**src/rtl/instr_encoder_pkg.sv**
```systemverilog
// Shared RV32I encoding definitions: request op codes, opcode/funct fields and immediate limits.
package instr_encoder_pkg;

    typedef enum logic [4:0] {
        OP_ADD, OP_SUB, OP_AND, OP_OR, OP_XOR, OP_SLL, OP_SRL, OP_SRA, OP_SLT, OP_SLTU,
        OP_ADDI, OP_ANDI, OP_ORI, OP_XORI, OP_SLLI, OP_SRLI, OP_SRAI, OP_SLTI, OP_SLTIU,
        OP_LW, OP_SW,
        OP_BEQ, OP_BNE, OP_BLT, OP_BGE, OP_BLTU, OP_BGEU,
        OP_JAL, OP_JALR,
        OP_LUI, OP_AUIPC
    } enc_op_t;

    typedef enum logic [2:0] {
        FMT_R, FMT_I, FMT_SH, FMT_S, FMT_B, FMT_J, FMT_U, FMT_BAD
    } enc_fmt_t;

    localparam logic [6:0] OPCODE_OP     = 7'b0110011;
    localparam logic [6:0] OPCODE_OP_IMM = 7'b0010011;
    localparam logic [6:0] OPCODE_LOAD   = 7'b0000011;
    localparam logic [6:0] OPCODE_STORE  = 7'b0100011;
    localparam logic [6:0] OPCODE_BRANCH = 7'b1100011;
    localparam logic [6:0] OPCODE_JAL    = 7'b1101111;
    localparam logic [6:0] OPCODE_JALR   = 7'b1100111;
    localparam logic [6:0] OPCODE_LUI    = 7'b0110111;
    localparam logic [6:0] OPCODE_AUIPC  = 7'b0010111;

    localparam logic [2:0] FUNCT3_ADD_SUB = 3'b000;
    localparam logic [2:0] FUNCT3_SLL     = 3'b001;
    localparam logic [2:0] FUNCT3_SLT     = 3'b010;
    localparam logic [2:0] FUNCT3_SLTU    = 3'b011;
    localparam logic [2:0] FUNCT3_XOR     = 3'b100;
    localparam logic [2:0] FUNCT3_SRL_SRA = 3'b101;
    localparam logic [2:0] FUNCT3_OR      = 3'b110;
    localparam logic [2:0] FUNCT3_AND     = 3'b111;
    localparam logic [2:0] FUNCT3_LW      = 3'b010;
    localparam logic [2:0] FUNCT3_SW      = 3'b010;
    localparam logic [2:0] FUNCT3_JALR    = 3'b000;
    localparam logic [2:0] FUNCT3_BEQ     = 3'b000;
    localparam logic [2:0] FUNCT3_BNE     = 3'b001;
    localparam logic [2:0] FUNCT3_BLT     = 3'b100;
    localparam logic [2:0] FUNCT3_BGE     = 3'b101;
    localparam logic [2:0] FUNCT3_BLTU    = 3'b110;
    localparam logic [2:0] FUNCT3_BGEU    = 3'b111;

    localparam logic [6:0] FUNCT7_BASE = 7'b0000000;
    localparam logic [6:0] FUNCT7_ALT  = 7'b0100000;

    localparam int IMM_I_MIN  = -2048;
    localparam int IMM_I_MAX  = 2047;
    localparam int IMM_SH_MIN = 0;
    localparam int IMM_SH_MAX = 31;
    localparam int IMM_B_MIN  = -4096;
    localparam int IMM_B_MAX  = 4094;
    localparam int IMM_J_MIN  = -1048576;
    localparam int IMM_J_MAX  = 1048574;

    function automatic logic in_range(input logic [31:0] v, input int lo, input int hi);
        return ($signed(v) >= lo) && ($signed(v) <= hi);
    endfunction

endpackage

```
**src/rtl/instr_pack.sv**
```systemverilog
// Combinational RV32I encoder: op + register fields + immediate -> 32-bit word, with
// an illegal flag for unknown ops or out-of-range immediates.
module instr_pack
    import instr_encoder_pkg::*;
(
    input  enc_op_t     op,
    input  logic [4:0]  rd,
    input  logic [4:0]  rs1,
    input  logic [4:0]  rs2,
    input  logic [31:0] imm,
    output logic [31:0] instr,
    output logic        illegal
);

    enc_fmt_t   fmt;
    logic [6:0] opc;
    logic [2:0] f3;
    logic [6:0] f7;

    always_comb begin
        fmt = FMT_BAD;
        opc = '0;
        f3  = '0;
        f7  = FUNCT7_BASE;
        case (op)
            OP_ADD:   begin fmt = FMT_R;  opc = OPCODE_OP;     f3 = FUNCT3_ADD_SUB; end
            OP_SUB:   begin fmt = FMT_R;  opc = OPCODE_OP;     f3 = FUNCT3_ADD_SUB; f7 = FUNCT7_ALT; end
            OP_AND:   begin fmt = FMT_R;  opc = OPCODE_OP;     f3 = FUNCT3_AND;     end
            OP_OR:    begin fmt = FMT_R;  opc = OPCODE_OP;     f3 = FUNCT3_OR;      end
            OP_XOR:   begin fmt = FMT_R;  opc = OPCODE_OP;     f3 = FUNCT3_XOR;     end
            OP_SLL:   begin fmt = FMT_R;  opc = OPCODE_OP;     f3 = FUNCT3_SLL;     end
            OP_SRL:   begin fmt = FMT_R;  opc = OPCODE_OP;     f3 = FUNCT3_SRL_SRA; end
            OP_SRA:   begin fmt = FMT_R;  opc = OPCODE_OP;     f3 = FUNCT3_SRL_SRA; f7 = FUNCT7_ALT; end
            OP_SLT:   begin fmt = FMT_R;  opc = OPCODE_OP;     f3 = FUNCT3_SLT;     end
            OP_SLTU:  begin fmt = FMT_R;  opc = OPCODE_OP;     f3 = FUNCT3_SLTU;    end
            OP_ADDI:  begin fmt = FMT_I;  opc = OPCODE_OP_IMM; f3 = FUNCT3_ADD_SUB; end
            OP_ANDI:  begin fmt = FMT_I;  opc = OPCODE_OP_IMM; f3 = FUNCT3_AND;     end
            OP_ORI:   begin fmt = FMT_I;  opc = OPCODE_OP_IMM; f3 = FUNCT3_OR;      end
            OP_XORI:  begin fmt = FMT_I;  opc = OPCODE_OP_IMM; f3 = FUNCT3_XOR;     end
            OP_SLTI:  begin fmt = FMT_I;  opc = OPCODE_OP_IMM; f3 = FUNCT3_SLT;     end
            OP_SLTIU: begin fmt = FMT_I;  opc = OPCODE_OP_IMM; f3 = FUNCT3_SLTU;    end
            OP_SLLI:  begin fmt = FMT_SH; opc = OPCODE_OP_IMM; f3 = FUNCT3_SLL;     end
            OP_SRLI:  begin fmt = FMT_SH; opc = OPCODE_OP_IMM; f3 = FUNCT3_SRL_SRA; end
            OP_SRAI:  begin fmt = FMT_SH; opc = OPCODE_OP_IMM; f3 = FUNCT3_SRL_SRA; f7 = FUNCT7_ALT; end
            OP_LW:    begin fmt = FMT_I;  opc = OPCODE_LOAD;   f3 = FUNCT3_LW;      end
            OP_SW:    begin fmt = FMT_S;  opc = OPCODE_STORE;  f3 = FUNCT3_SW;      end
            OP_BEQ:   begin fmt = FMT_B;  opc = OPCODE_BRANCH; f3 = FUNCT3_BEQ;     end
            OP_BNE:   begin fmt = FMT_B;  opc = OPCODE_BRANCH; f3 = FUNCT3_BNE;     end
            OP_BLT:   begin fmt = FMT_B;  opc = OPCODE_BRANCH; f3 = FUNCT3_BLT;     end
            OP_BGE:   begin fmt = FMT_B;  opc = OPCODE_BRANCH; f3 = FUNCT3_BGE;     end
            OP_BLTU:  begin fmt = FMT_B;  opc = OPCODE_BRANCH; f3 = FUNCT3_BLTU;    end
            OP_BGEU:  begin fmt = FMT_B;  opc = OPCODE_BRANCH; f3 = FUNCT3_BGEU;    end
            OP_JAL:   begin fmt = FMT_J;  opc = OPCODE_JAL;    end
            OP_JALR:  begin fmt = FMT_I;  opc = OPCODE_JALR;   f3 = FUNCT3_JALR;    end
            OP_LUI:   begin fmt = FMT_U;  opc = OPCODE_LUI;    end
            OP_AUIPC: begin fmt = FMT_U;  opc = OPCODE_AUIPC;  end
            default:  fmt = FMT_BAD;
        endcase
    end

    // Each format only pulls the fields it defines; stray rd/rs inputs never leak in.
    always_comb begin
        instr   = '0;
        illegal = 1'b0;
        case (fmt)
            FMT_R:  instr = {f7, rs2, rs1, f3, rd, opc};
            FMT_I: begin
                instr   = {imm[11:0], rs1, f3, rd, opc};
                illegal = !in_range(imm, IMM_I_MIN, IMM_I_MAX);
            end
            FMT_SH: begin
                instr   = {f7, imm[4:0], rs1, f3, rd, opc};
                illegal = !in_range(imm, IMM_SH_MIN, IMM_SH_MAX);
            end
            FMT_S: begin
                instr   = {imm[11:5], rs2, rs1, f3, imm[4:0], opc};
                illegal = !in_range(imm, IMM_I_MIN, IMM_I_MAX);
            end
            FMT_B: begin
                instr   = {imm[12], imm[10:5], rs2, rs1, f3, imm[4:1], imm[11], opc};
                illegal = !in_range(imm, IMM_B_MIN, IMM_B_MAX) || imm[0];
            end
            FMT_J: begin
                instr   = {imm[20], imm[10:1], imm[11], imm[19:12], rd, opc};
                illegal = !in_range(imm, IMM_J_MIN, IMM_J_MAX) || imm[0];
            end
            FMT_U:  instr = {imm[31:12], rd, opc};
            default: illegal = 1'b1;
        endcase
    end

endmodule

```
**src/rtl/instr_encoder.sv**
```systemverilog
// Encodes requests into RV32I words, queues them with an address tag; 1-cycle latency
// when empty. req_ready drops when the FIFO is full or during flush (no full pass-through).
module instr_encoder
    import instr_encoder_pkg::*;
#(
    parameter int                DEPTH     = 4,
    parameter int                ADDR_W    = 10,
    parameter logic [ADDR_W-1:0] BASE_ADDR = '0
) (
    input  logic                   clk,
    input  logic                   rst_n,
    input  logic                   flush,
    input  logic                   req_valid,
    output logic                   req_ready,
    input  enc_op_t                req_op,
    input  logic [4:0]             req_rd,
    input  logic [4:0]             req_rs1,
    input  logic [4:0]             req_rs2,
    input  logic [31:0]            req_imm,
    output logic                   out_valid,
    input  logic                   out_ready,
    output logic [31:0]            out_instr,
    output logic [ADDR_W-1:0]      out_addr,
    output logic [$clog2(DEPTH):0] count,
    output logic                   err
);

    localparam int PW = $clog2(DEPTH);
    localparam int CW = PW + 1;
    localparam logic [CW-1:0] FULL = CW'(DEPTH);

    logic [31:0]       mem_instr [DEPTH];
    logic [ADDR_W-1:0] mem_addr  [DEPTH];
    logic [PW-1:0]     wr_ptr;
    logic [PW-1:0]     rd_ptr;
    logic [CW-1:0]     cnt;
    logic [ADDR_W-1:0] next_addr;
    logic              running;
    logic              err_q;
    logic [31:0]       pk_instr;
    logic              pk_illegal;
    logic              accept;
    logic              push;
    logic              pop;

    instr_pack u_pack (
        .op      (req_op),
        .rd      (req_rd),
        .rs1     (req_rs1),
        .rs2     (req_rs2),
        .imm     (req_imm),
        .instr   (pk_instr),
        .illegal (pk_illegal)
    );

    // running holds ready low through reset and releases it one edge later.
    assign req_ready = running && !flush && (cnt < FULL);
    assign accept    = req_valid && req_ready;
    assign push      = accept && !pk_illegal;
    assign out_valid = (cnt != '0);
    assign pop       = out_valid && out_ready;
    assign out_instr = out_valid ? mem_instr[rd_ptr] : '0;
    assign out_addr  = out_valid ? mem_addr[rd_ptr]  : '0;
    assign count     = cnt;
    assign err       = err_q;

    always_ff @(posedge clk or negedge rst_n) begin
        if (!rst_n) begin
            running   <= 1'b0;
            wr_ptr    <= '0;
            rd_ptr    <= '0;
            cnt       <= '0;
            next_addr <= BASE_ADDR;
            err_q     <= 1'b0;
        end else begin
            running <= 1'b1;
            if (flush) begin
                wr_ptr    <= '0;
                rd_ptr    <= '0;
                cnt       <= '0;
                next_addr <= BASE_ADDR;
                err_q     <= 1'b0;
            end else begin
                if (push) begin
                    wr_ptr    <= wr_ptr + 1'b1;
                    next_addr <= next_addr + 1'b1;
                end
                if (pop) begin
                    rd_ptr <= rd_ptr + 1'b1;
                end
                if (push && !pop) begin
                    cnt <= cnt + 1'b1;
                end else if (pop && !push) begin
                    cnt <= cnt - 1'b1;
                end
                if (accept && pk_illegal) begin
                    err_q <= 1'b1;
                end
            end
        end
    end

    // Storage needs no reset: outputs are masked whenever the FIFO is empty.
    always_ff @(posedge clk) begin
        if (push) begin
            mem_instr[wr_ptr] <= pk_instr;
            mem_addr[wr_ptr]  <= next_addr;
        end
    end

endmodule

```
**config.mk**
```make
export PLATFORM = sky130hd
export DESIGN_NAME = instr_encoder
export DESIGN_NICKNAME = d
export VERILOG_FILES = /design/src/rtl/instr_encoder_pkg.sv /design/src/rtl/instr_pack.sv /design/src/rtl/instr_encoder.sv
export SDC_FILE = /design/constraint.sdc
export NUM_CORES = 1
export LEC_CHECK = 0
export ABC_AREA = 1
export CORE_UTILIZATION = 51
export DETAILED_ROUTE_END_ITERATION = 6
export PLACE_DENSITY = 0.77
export SLEW_MARGIN = 30
export SYNTH_ARGS = -nofsm -noshare
export SYNTH_HDL_FRONTEND = slang
export SYNTH_SLANG_ARGS = --single-unit
```
**constraint.sdc**
```tcl
create_clock -name clk -period 2.91 [get_ports clk]
set_input_delay 0.582 -clock clk [delete_from_list [all_inputs] [get_ports clk]]
set_output_delay 0.582 -clock clk [all_outputs]
set_load 0.05 [all_outputs]
```
# Yosys cells after proc, flatten, opt, wreduce, memory -nomap -nowiden
# Memory sizes are Yosys's and may differ from the RTL's.
# Cells that the tools add are included.
word_totals:
  reg_bits: 19
  mem_count: 2
  out_inout_bits: 48
  ram_bits: 168
  elab_cells: 124
  in_bits: 57
memory_table:
  columns: ["memory", "words", "word_bits", "rd", "rd_clocked_by_memory_dff", "write_ports", "line", "rtl"]
  rows:
  - ["mem_instr", 4, 32, 1, 0, 1, "instr_encoder.sv:32", "logic [31:0] mem_instr [DEPTH];"]
  - ["mem_addr", 4, 10, 1, 0, 1, "instr_encoder.sv:33", "logic [ADDR_W-1:0] mem_addr [DEPTH];"]
classes:
  mux: 21
  reduce_logical: 45
  magnitude_cmp: 9
  add_sub_neg: 5
  eq_ne: 36
ops:
  columns: ["op", "count"]
  rows:
  - ["one-hot mux 32 bit (7 select lines)", 1]
  - ["== test 5 bit (second input constant)", 15]
  - ["one-hot mux 7 bit (9 select lines)", 1]
  - ["one-hot mux 3 bit (7 select lines)", 2]
  - ["== test 5 x 4 -> 1 bit (second input constant)", 8]
  - ["greater-or-equal comparator 32 x 1 -> 1 bit (second input constant)", 1]
  - ["greater-or-equal comparator 32 x 12 -> 1 bit (second input constant)", 1]
  - ["greater-or-equal comparator 32 x 13 -> 1 bit (second input constant)", 1]
  - ["greater-or-equal comparator 32 x 21 -> 1 bit (second input constant)", 1]
  - ["less-or-equal comparator 32 x 12 -> 1 bit (second input constant)", 1]
  - ["less-or-equal comparator 32 x 13 -> 1 bit (second input constant)", 1]
  - ["less-or-equal comparator 32 x 21 -> 1 bit (second input constant)", 1]
  - ["less-or-equal comparator 32 x 6 -> 1 bit (second input constant)", 1]
  - ["two-way mux 32 bit", 1]
  - ["two-way mux 10 bit", 3]
  - ["== test 5 x 3 -> 1 bit (second input constant)", 4]
  - ["OR reduction 3 bit", 6]
  - ["logical AND 1 bit", 12]
  - ["adder 10 x 1 -> 10 bit (second input constant)", 1]
  - ["== test 5 x 2 -> 1 bit (second input constant)", 2]
  - ["OR reduction 10 bit", 1]
  - ["== test 3 bit (second input constant)", 3]
  - ["two-way mux 3 bit", 3]
  - ["OR reduction 9 bit", 1]
  - ["other kinds (22)", 44]

# Depth between registers and ports, before layout
# Gate-level depths: netlist of the first run.
depth:
  word_depth: 13
  depth_mapped: 20
  mapped_depth_nobuf: 19

# Cells and area by module
# From an unflattened synthesis of the first run, not the netlist that was laid out.
hier_totals:
  cells_unflattened: 953
  hier_area_um2: 9138.8
by_module_without_submodules:
  columns: ["module", "cells_each", "seq_area_each_um2", "area_each_um2", "n_inst"]
  rows:
  - ["instr_encoder", 638, 5520.3, 7619.8, 1]
  - ["instr_pack", 315, 0.0, 1519.0, 1]

# Least setup slack after synthesis of the first run
# No wires, ideal clock.
synth_timing:
  path_type: "input -> register"
  from: "input flush"
  to: "memory mem_addr[0][0] (enable)"
  required_time_ns: 2.471
  arrival_time_ns: 3.822
  setup_time_ns: 0.439
  path_stages: 9
  setup_slack_ns: -1.351
  path_buffers: 2
  path_cell_list: "clkbuf_1 inv_1 nand2_1 nor2_1 nand2_1 inv_1 nand3_2 buf_6 nor2_1"
synth_between:
  elab_chain_cells: 7
synth_rtl:
  columns: ["element", "line", "rtl"]
  rows:
  - ["start: declaration", "instr_encoder.sv:12", "input logic flush,"]
  - ["logical NOT 1 bit", "instr_encoder.sv:57", "assign req_ready = running && !flush && (cnt < FULL);"]
  - ["logical AND 1 bit (2 in a row)", "instr_encoder.sv:57", null]
  - ["named net req_ready", "instr_encoder.sv:14", "output logic req_ready,"]
  - ["logical AND 1 bit", "instr_encoder.sv:58", "assign accept = req_valid && req_ready;"]
  - ["logical AND 1 bit", "instr_encoder.sv:59", "assign push = accept && !pk_illegal;"]
  - ["two-way mux 1 bit", "instr_encoder.sv:105", "if (push) begin"]
  - ["two-way mux 1 bit (not written as such)", "instr_encoder.sv:107", "mem_addr[wr_ptr] <= next_addr;"]
  - ["end: declaration", "instr_encoder.sv:33", null]
# The timed path passes the listed nets, and every way through them passes these cells.

# Final worst setup path of the first run
layout_timing:
  from: "input req_op[3]"
  to: "register cnt[2] (netlist: count[2])"
layout_between:
  elab_chain_cells: 11
  word_cells_on_any_way: 55
  cone_classes: "36 x eq/ne; 4 x mux; 15 x reduce/logical"
layout_rtl:
  columns: ["element", "line", "rtl"]
  rows:
  - ["start: declaration", "instr_encoder.sv:15", "input enc_op_t req_op,"]
  - ["== test 5 x 1 -> 1 bit (tied with other cells)", "instr_pack.sv:25", "case (op)"]
  - ["OR reduction 10 bit (no source line) (tied with other cells)", null, null]
  - ["one-hot mux 3 bit (7 select lines) (*)", "instr_pack.sv:25", null]
  - ["== test 3 bit (tied with other cells)", "instr_pack.sv:65", "case (fmt)"]
  - ["OR reduction 2 bit (no source line)", null, null]
  - ["one-hot mux 1 bit (5 select lines) (*)", "instr_pack.sv:65", null]
  - ["logical NOT 1 bit (*)", "instr_encoder.sv:59", null]
  - ["logical AND 1 bit (*)", "instr_encoder.sv:59", null]
  - ["logical AND 1 bit or logical NOT 1 bit (tied branches)", "instr_encoder.sv:91, instr_encoder.sv:93", null]
  - ["two-way mux 3 bit or logical AND 1 bit (tied branches)", "instr_encoder.sv:91, instr_encoder.sv:93", null]
  - ["two-way mux 3 bit or nonzero test 3 bit (tied branches)", null, null]
  - ["end signal: assignment", "instr_encoder.sv:92", "cnt <= cnt + 1'b1;"]
  - ["end signal: assignment", "instr_encoder.sv:94", "cnt <= cnt - 1'b1;"]
  - ["end: declaration", "instr_encoder.sv:36", "logic [CW-1:0] cnt;"]
# Every way passes the cells marked *; elsewhere a longest branch is shown, timed or not.
# A chain may end at the register's enable or synchronous reset.

==> out/qor.txt, run 1 <==
Status - complete, no violations
Worst-path clk slew - 70 ps
Sequential fraction of the synthesis area - 61.6%
Top cell type's share of synthesized area - 56.1%
Final WS setup - 155 ps
Synth top area cells - edfxtp_1 (56%), nor2_1 (9.7%), o21ai_0 (6.2%), dfrtp_1 (5.4%), nand2_1 (5.1%)
Critical path fanouts, max - 6
Relative slew slack - 54.9%
Area leader, netlist - edfxtp_1
PwrDens - 786 nW/µm²
Total number of vias - 7,223
Die W - 133 µm
Synth Flop Type - edfxtp_1
CP Class - in -> reg
Post-place setup slack - -269 ps
Die Y - 133 µm
Lkg Pwr - 0.00474 µW
Worst path required time - 3240 ps
Vias/cell - 5.39
Hold Vio Cnt, Final - 0
Max Slew Vio Count - 0
GP Congestion - 0.927
Area growth syn-to-layout - 35.6%
Initial DRC Count - 469
Synth Register Bits - 183
Final Setup Violations - 0
Area of the core - 16,700 µm²
Worst Setup Start Kind - primary input
Number of port buffers - 104
Slew of the pin with the lowest slew margin - 668 ps
NumNets Final - 1,170
DRC - 0
Hold buffers post-CTS - 0
Number of synthesized flops with an enable pin - 164
Most common cell in the netlist - nor2_1
Initial Util - 52.5%
Distinct cells, synth - 38
Post-Syn Instances - 921
Routed WL - 22,100 µm
Mapped Nets - 984
Grt total ovfl - 0
Vias in the first global route - 7,201
Cell area after synthesis - 8770 µm²
Synth top cells by count - nor2_1 (227), edfxtp_1 (164), nand2_1 (120)
Maximum clock rate - 0.363 GHz
Root Buffer - clkbuf_16
Layout cells sized above 1 - 19.2%
Syn_area_per_cell - 9.53 µm²
Avg WL per Cell - 16.5 µm
Period minus WS final - 2750 ps
# diodes - 0
Worst hold-check path type - in -> async
MaxCap Viol Count - 0
CTS H-tree depth - 4
Crit. End Element - flop
Skew final - 4.17 ps
Peak VDD IR - 0.672 mV
CTS tree - built
Hold Slack - 491 ps
TNS Setup - 0 ps
Asr flop ratio synth - 10.4%
First-pass DRT Iterations - 5
Initial antenna violation count - 0
I/O pin total - 105
Tcrit/Tclk final - 94.7%
# rows - 47
Data arrival time of the critical path - 3080 ps
TritonCTS Sinks - 183
Total CTS buffers - 17
First-pass GRT wire length - 35,700 µm
Final antenna-violating net count - 0
HPWL after detailed placement - 15,300 µm
Die ar. - 17,700 µm²
Max Buffers Root-to-Sink - 2
Later-pin clock latency in the skew report - 430 ps
Global-route usage over all layers - 26.4%
Largest net degree at the start of global routing - 84
YS warnings - 0
==> registers in the layout, summed over array words and instances (netlist names) <==
| register | flops |
|---|---|
| rd_ptr | 2 |
| mem_addr | 40 |
| running | 1 |
| mem_instr | 124 |
| next_addr | 10 |
| wr_ptr | 2 |
| count | 3 |
| err | 1 |
==> cells in the final DEF, fill, tap and decap left out, types with 2 or more instances in the layout <==
| cell type | n |
|---|---|
| edfxtp_1 | 164 |
| nand3_2 | 4 |
| nor2_2 | 7 |
| nand3_1 | 37 |
| clkinv_8 | 2 |
| nor3_1 | 9 |
| dlymetal6s2s_1 | 3 |
| clkinv_4 | 2 |
| nand2_2 | 6 |
| buf_12 | 54 |
| o221ai_1 | 5 |
| dfrtp_1 | 18 |
| xor2_1 | 4 |
| inv_6 | 3 |
| nor2_4 | 7 |
| o22ai_1 | 8 |
| inv_1 | 70 |
| buf_4 | 93 |
| o2111ai_1 | 2 |
| nand4_1 | 14 |
| clkbuf_16 | 17 |
| clkdlybuf4s50_1 | 58 |
| nor2_1 | 219 |
| o211ai_1 | 2 |
| a21oi_1 | 46 |
| ha_1 | 5 |
| inv_2 | 4 |
| o31ai_1 | 4 |
| a22oi_1 | 2 |
| a21oi_2 | 2 |
| nor3_2 | 2 |
| o21ai_0 | 108 |
| nand2_1 | 119 |
| inv_8 | 7 |
| clkinvlp_4 | 2 |
==> per-stage QoR <==
stage | instances | area [µm²] | utilization (%) | total power, µW
after global routing | 1340 | 11900 | 71.2 | 9690
after floorplan | 921 | 8810 | - | 5170
after global placement | 1307 | 11300 | 67.4 | 7150
after detailed placement | 1307 | 11300 | 67.4 | 7170
final | 1340 | 11900 | 71.2 | 9350
after CTS | 1339 | 11800 | 70.9 | 9380
==> worst max-delay path, cell delays in order <==
cell             delay (ps)
clkdlybuf4s50_1         510
buf_4                   170
nor2_2                   50
o211ai_1                100
buf_4                   160
nand4_1                 160
nor2_2                  170
nand2_2                  70
nand2_1                 110
nor2_4                   50
nand4_1                 120
inv_1                    60
fa_1                    400
xnor2_2                 150
inv_1                    70
nand2_1                  50
nand3_1                  60
nand2_1                  50
==> area by class of cell <==
| class | instances | area [µm²] |
|---|---|---|
| well taps | 220 | 275 |
| inverters | 77 | 303 |
| multi-input cells | 620 | 2940 |
| repair buffers | 208 | 2400 |
| clock buffers | 17 | 425 |
| flip-flops and latches | 183 | 5400 |
| clock inverters | 15 | 154 |
| fillers | 1180 | 4800 |
==> metal layers <==
metal / GRT usage, % / vias up / part of all wire [%]
met4: 10.9 / 0 / 2.7
met2: 44.3 / 308 / 49
met5: 0 / - / 0
met3: 5.14 / 41 / 7.0
li1: - / 3520 / -
met1: 33.7 / 3354 / 41
==> timing repair <==
action	4_1_cts	5_1_grt
buffers inserted	0	1
gates resized for setup	0	11
setup endpoints to repair	0	3
==> cells by family after synthesis <==
logic type,Yosys count,synth area share [%]
AO/OA/AOI/OAI,181,11.1
XOR/XNOR,6,0.599
adder cells (fa/ha/maj),6,0.941
buffers and inverters,118,5.72
flip-flops,183,61.6
other,1,0.0427
AND/OR/NAND/NOR,426,20.1
==> path summary, 6_finish.rpt <==
| path | from | end | slack (ps) | cells past startpoint |
|---|---|---|---|---|
| setup / recovery | req_op[3] | count[2] | 160 | 18 |
| hold / removal | rst_n | next_addr[1] | 490 | 2 |
| setup reg to reg | count[2] | mem_instr[0][12] | 980 | 7 |
| hold reg to reg | err | err | 520 | 2 |
| max in group asynchronous | rst_n | rd_ptr[0] | 2190 | 2 |
| min in group clk | err | err | 520 | 2 |
==> report_power, final <==
group / leakage [µW] / switching [µW] / internal (µW)
logic: 0.00269 / 2480 / 1690
registers: 0.00177 / 50.0 / 2940
clock network: 0.000281 / 1050 / 1150
total: 0.00474 / 3580 / 5780
(Power assumes the default switching activity.)
==> run 2, diff against run 1 <==
GPL_TIMING_DRIVEN = 0   (was unset)
==> out/qor.txt, run 2 (synthesis gave the netlist of run 1 again) <==
TNS Setup - 0 ps (unchanged)
Final WS setup - 52.1 ps (-103 ps)
Worst-path clk slew - 70 ps (about the same)
Slew of the pin with the lowest slew margin - 763 ps (+95.2 ps)
Final Setup Violations - 0 (unchanged)
Initial DRC Count - 735 (+57%)
GP Congestion - 0.921 (-0.63%)
Register area - 5400 µm² (about the same)
# diodes - 0 (unchanged)
Number of port buffers - 100 (-3.8%)
CTS tree - built
# fillers - 1,212 (+2.7%)
Relative slew slack - 48.7% (-6.2 points)
Largest registers - mem_instr x124, mem_addr x40, next_addr x10
First-pass GRT wire length - 37,200 µm (+4.1%)
Tcrit/Tclk final - 98.2% (+3.6 points)
Vias in the first global route - 7,185 (-0.22%)
Critical path fanouts, max - 10 (+4)
CTS H-tree depth - 4 (unchanged)
Non-Filler Instances - 1,293 (-3.5%)
Max Buffers Root-to-Sink - 2 (unchanged)
Largest net degree at the start of global routing - 20 (-76%)
Peak VDD IR - 0.479 mV (-29%)
Leading cell type in the layout, fill and taps excluded - nor2_1
Vias/cell - 5.75 (+6.6%)
RSZ-0062 raised after global routing - true
Skew final - 9.92 ps (+5.75 ps)
Status - complete, no violations
Later-pin clock latency in the skew report - 430 ps (about the same)
Placed cell count - 1,249 (-4.4%)
Die ar. - 17,700 µm² (unchanged)
Worst path required time - 2330 ps (-910 ps)
TritonCTS Sinks - 183 (unchanged)
Data arrival time of the critical path - 2280 ps (-800 ps)
Reg2reg end - count[1]
CP Class - reg -> out
Initial Util - 52.5% (unchanged)
Worst hold-check path type - in -> async
Max Slew Vio Count - 0 (unchanged)
PwrDens - 777 nW/µm² (-1.2%)
Total number of vias - 7,432 (+2.9%)
Hold Slack - 90.4 ps (-401 ps)
Root Buffer - clkbuf_16
Avg WL per Cell - 18.4 µm (+12%)
Hold buffers post-CTS - 0 (unchanged)
Commonest non-fill, non-tap cells in the layout - nor2_1 (218), edfxtp_1 (164), nand2_1 (118)
Die W - 133 µm (unchanged)
Maximum clock rate - 0.350 GHz (-3.6%)
Lkg Pwr - 0.00437 µW (-7.9%)
I/O pin total - 105 (unchanged)
Post-place setup slack - -967 ps (-698 ps)
Layout cells sized above 1 - 15.5% (-3.7 points)
HPWL after detailed placement - 15,800 µm (+3.6%)
Number of flip-flops under the largest register name - 124 (unchanged)
Hold Vio Cnt, Final - 0 (unchanged)
# rows - 47 (unchanged)
Reg2reg start - count[0]
MaxCap Viol Count - 0 (unchanged)
Crit. End Element - output pin
Area of the core - 16,700 µm² (unchanged)
NumNets Final - 1,123 (-4.0%)
Worst Setup Start Kind - flop
Period minus WS final - 2860 ps (+103 ps)
Final antenna-violating net count - 0 (unchanged)
First-pass DRT Iterations - 5 (unchanged)
Routed WL - 23,800 µm (+7.7%)
Grt total ovfl - 0 (unchanged)
Total CTS buffers - 17 (unchanged)
DRC - 0 (unchanged)
Top reg by flops - mem_instr
Die Y - 133 µm (unchanged)
Initial antenna violation count - 0 (unchanged)
Global-route usage over all layers - 27.6% (+1.3 points)
Multi-input gate area - 2960 µm² (+0.81%)
Reg2Reg Setup Slack - 710 ps (-270 ps)
R2r worst-path depth - 9 (+2)
Area growth syn-to-layout - 26.8%
-- run 2: critical path, stage by stage (launching register included) --
cell and delay (ps):
dfrtp_1 400, clkbuf_2 260, clkbuf_4 280, nor2_1 70, nor2_1 100, o21ai_0 120, a21oi_1 290, buf_2 330
-- run 2: stage by stage --
| stage | utilization, % | total power (µW) | instance area (µm²) |
|---|---|---|---|
| 2_1_floorplan | - | 5170 | 8810 |
| 3_3_place_gp | 60.4 | 6290 | 10100 |
| 3_5_place_dp | 61.7 | 6330 | 10300 |
| 4_1_cts | 66.4 | 8610 | 11100 |
| 5_1_grt | 66.6 | 8920 | 11100 |
| 6_report | 66.6 | 8640 | 11100 |
-- run 2: layout make-up --
type | instances | share of cell area, %
Sequential cell | 183 | 48.6
Clock inverter | 15 | 1.74
Inverter | 77 | 2.73
Timing Repair Buffer | 120 | 11.8
Clock buffer | 17 | 3.82
Multi-Input combinational cell | 620 | 26.7
Buffer | 41 | 2.22
Tap cell | 220 | 2.47
-- run 2: worst max path at each step --
stage / startpoint / to
after global routing: req_op[2] / count[2]
after detailed placement: req_op[0] / mem_instr[1][17]
after global placement: req_op[0] / mem_instr[0][17]
final: rd_ptr[0] / out_instr[30]
after floorplan: flush / mem_addr[0][0]
after CTS: req_op[0] / count[2]
-- run 2: where the power goes --
| group | internal (µW) | switching, µW | leakage [µW] |
|---|---|---|---|
| sequential | 2940 | 43.4 | 0.00177 |
| combinational | 889 | 2380 | 0.00231 |
| clock | 1370 | 1020 | 0.000287 |
| total | 5200 | 3440 | 0.00437 |
-- run 2: metal layers --
metal  vias to the layer above  track usage (%)  share of wire, %
li1                       3426                -                 -
met1                      3522             37.0                41
met2                       413             44.7                48
met3                        71             4.19               7.7
met4                         0             12.9               3.4
met5                         -                0                 0
-- run 2: timing repair --
action / CTS / global route
pin swaps: 5 / 0
gates resized for setup: 193 / 41
endpoints found under the setup margin: 209 / 150
buffers inserted: 10 / 2
hold endpoints to repair: 0 / 0
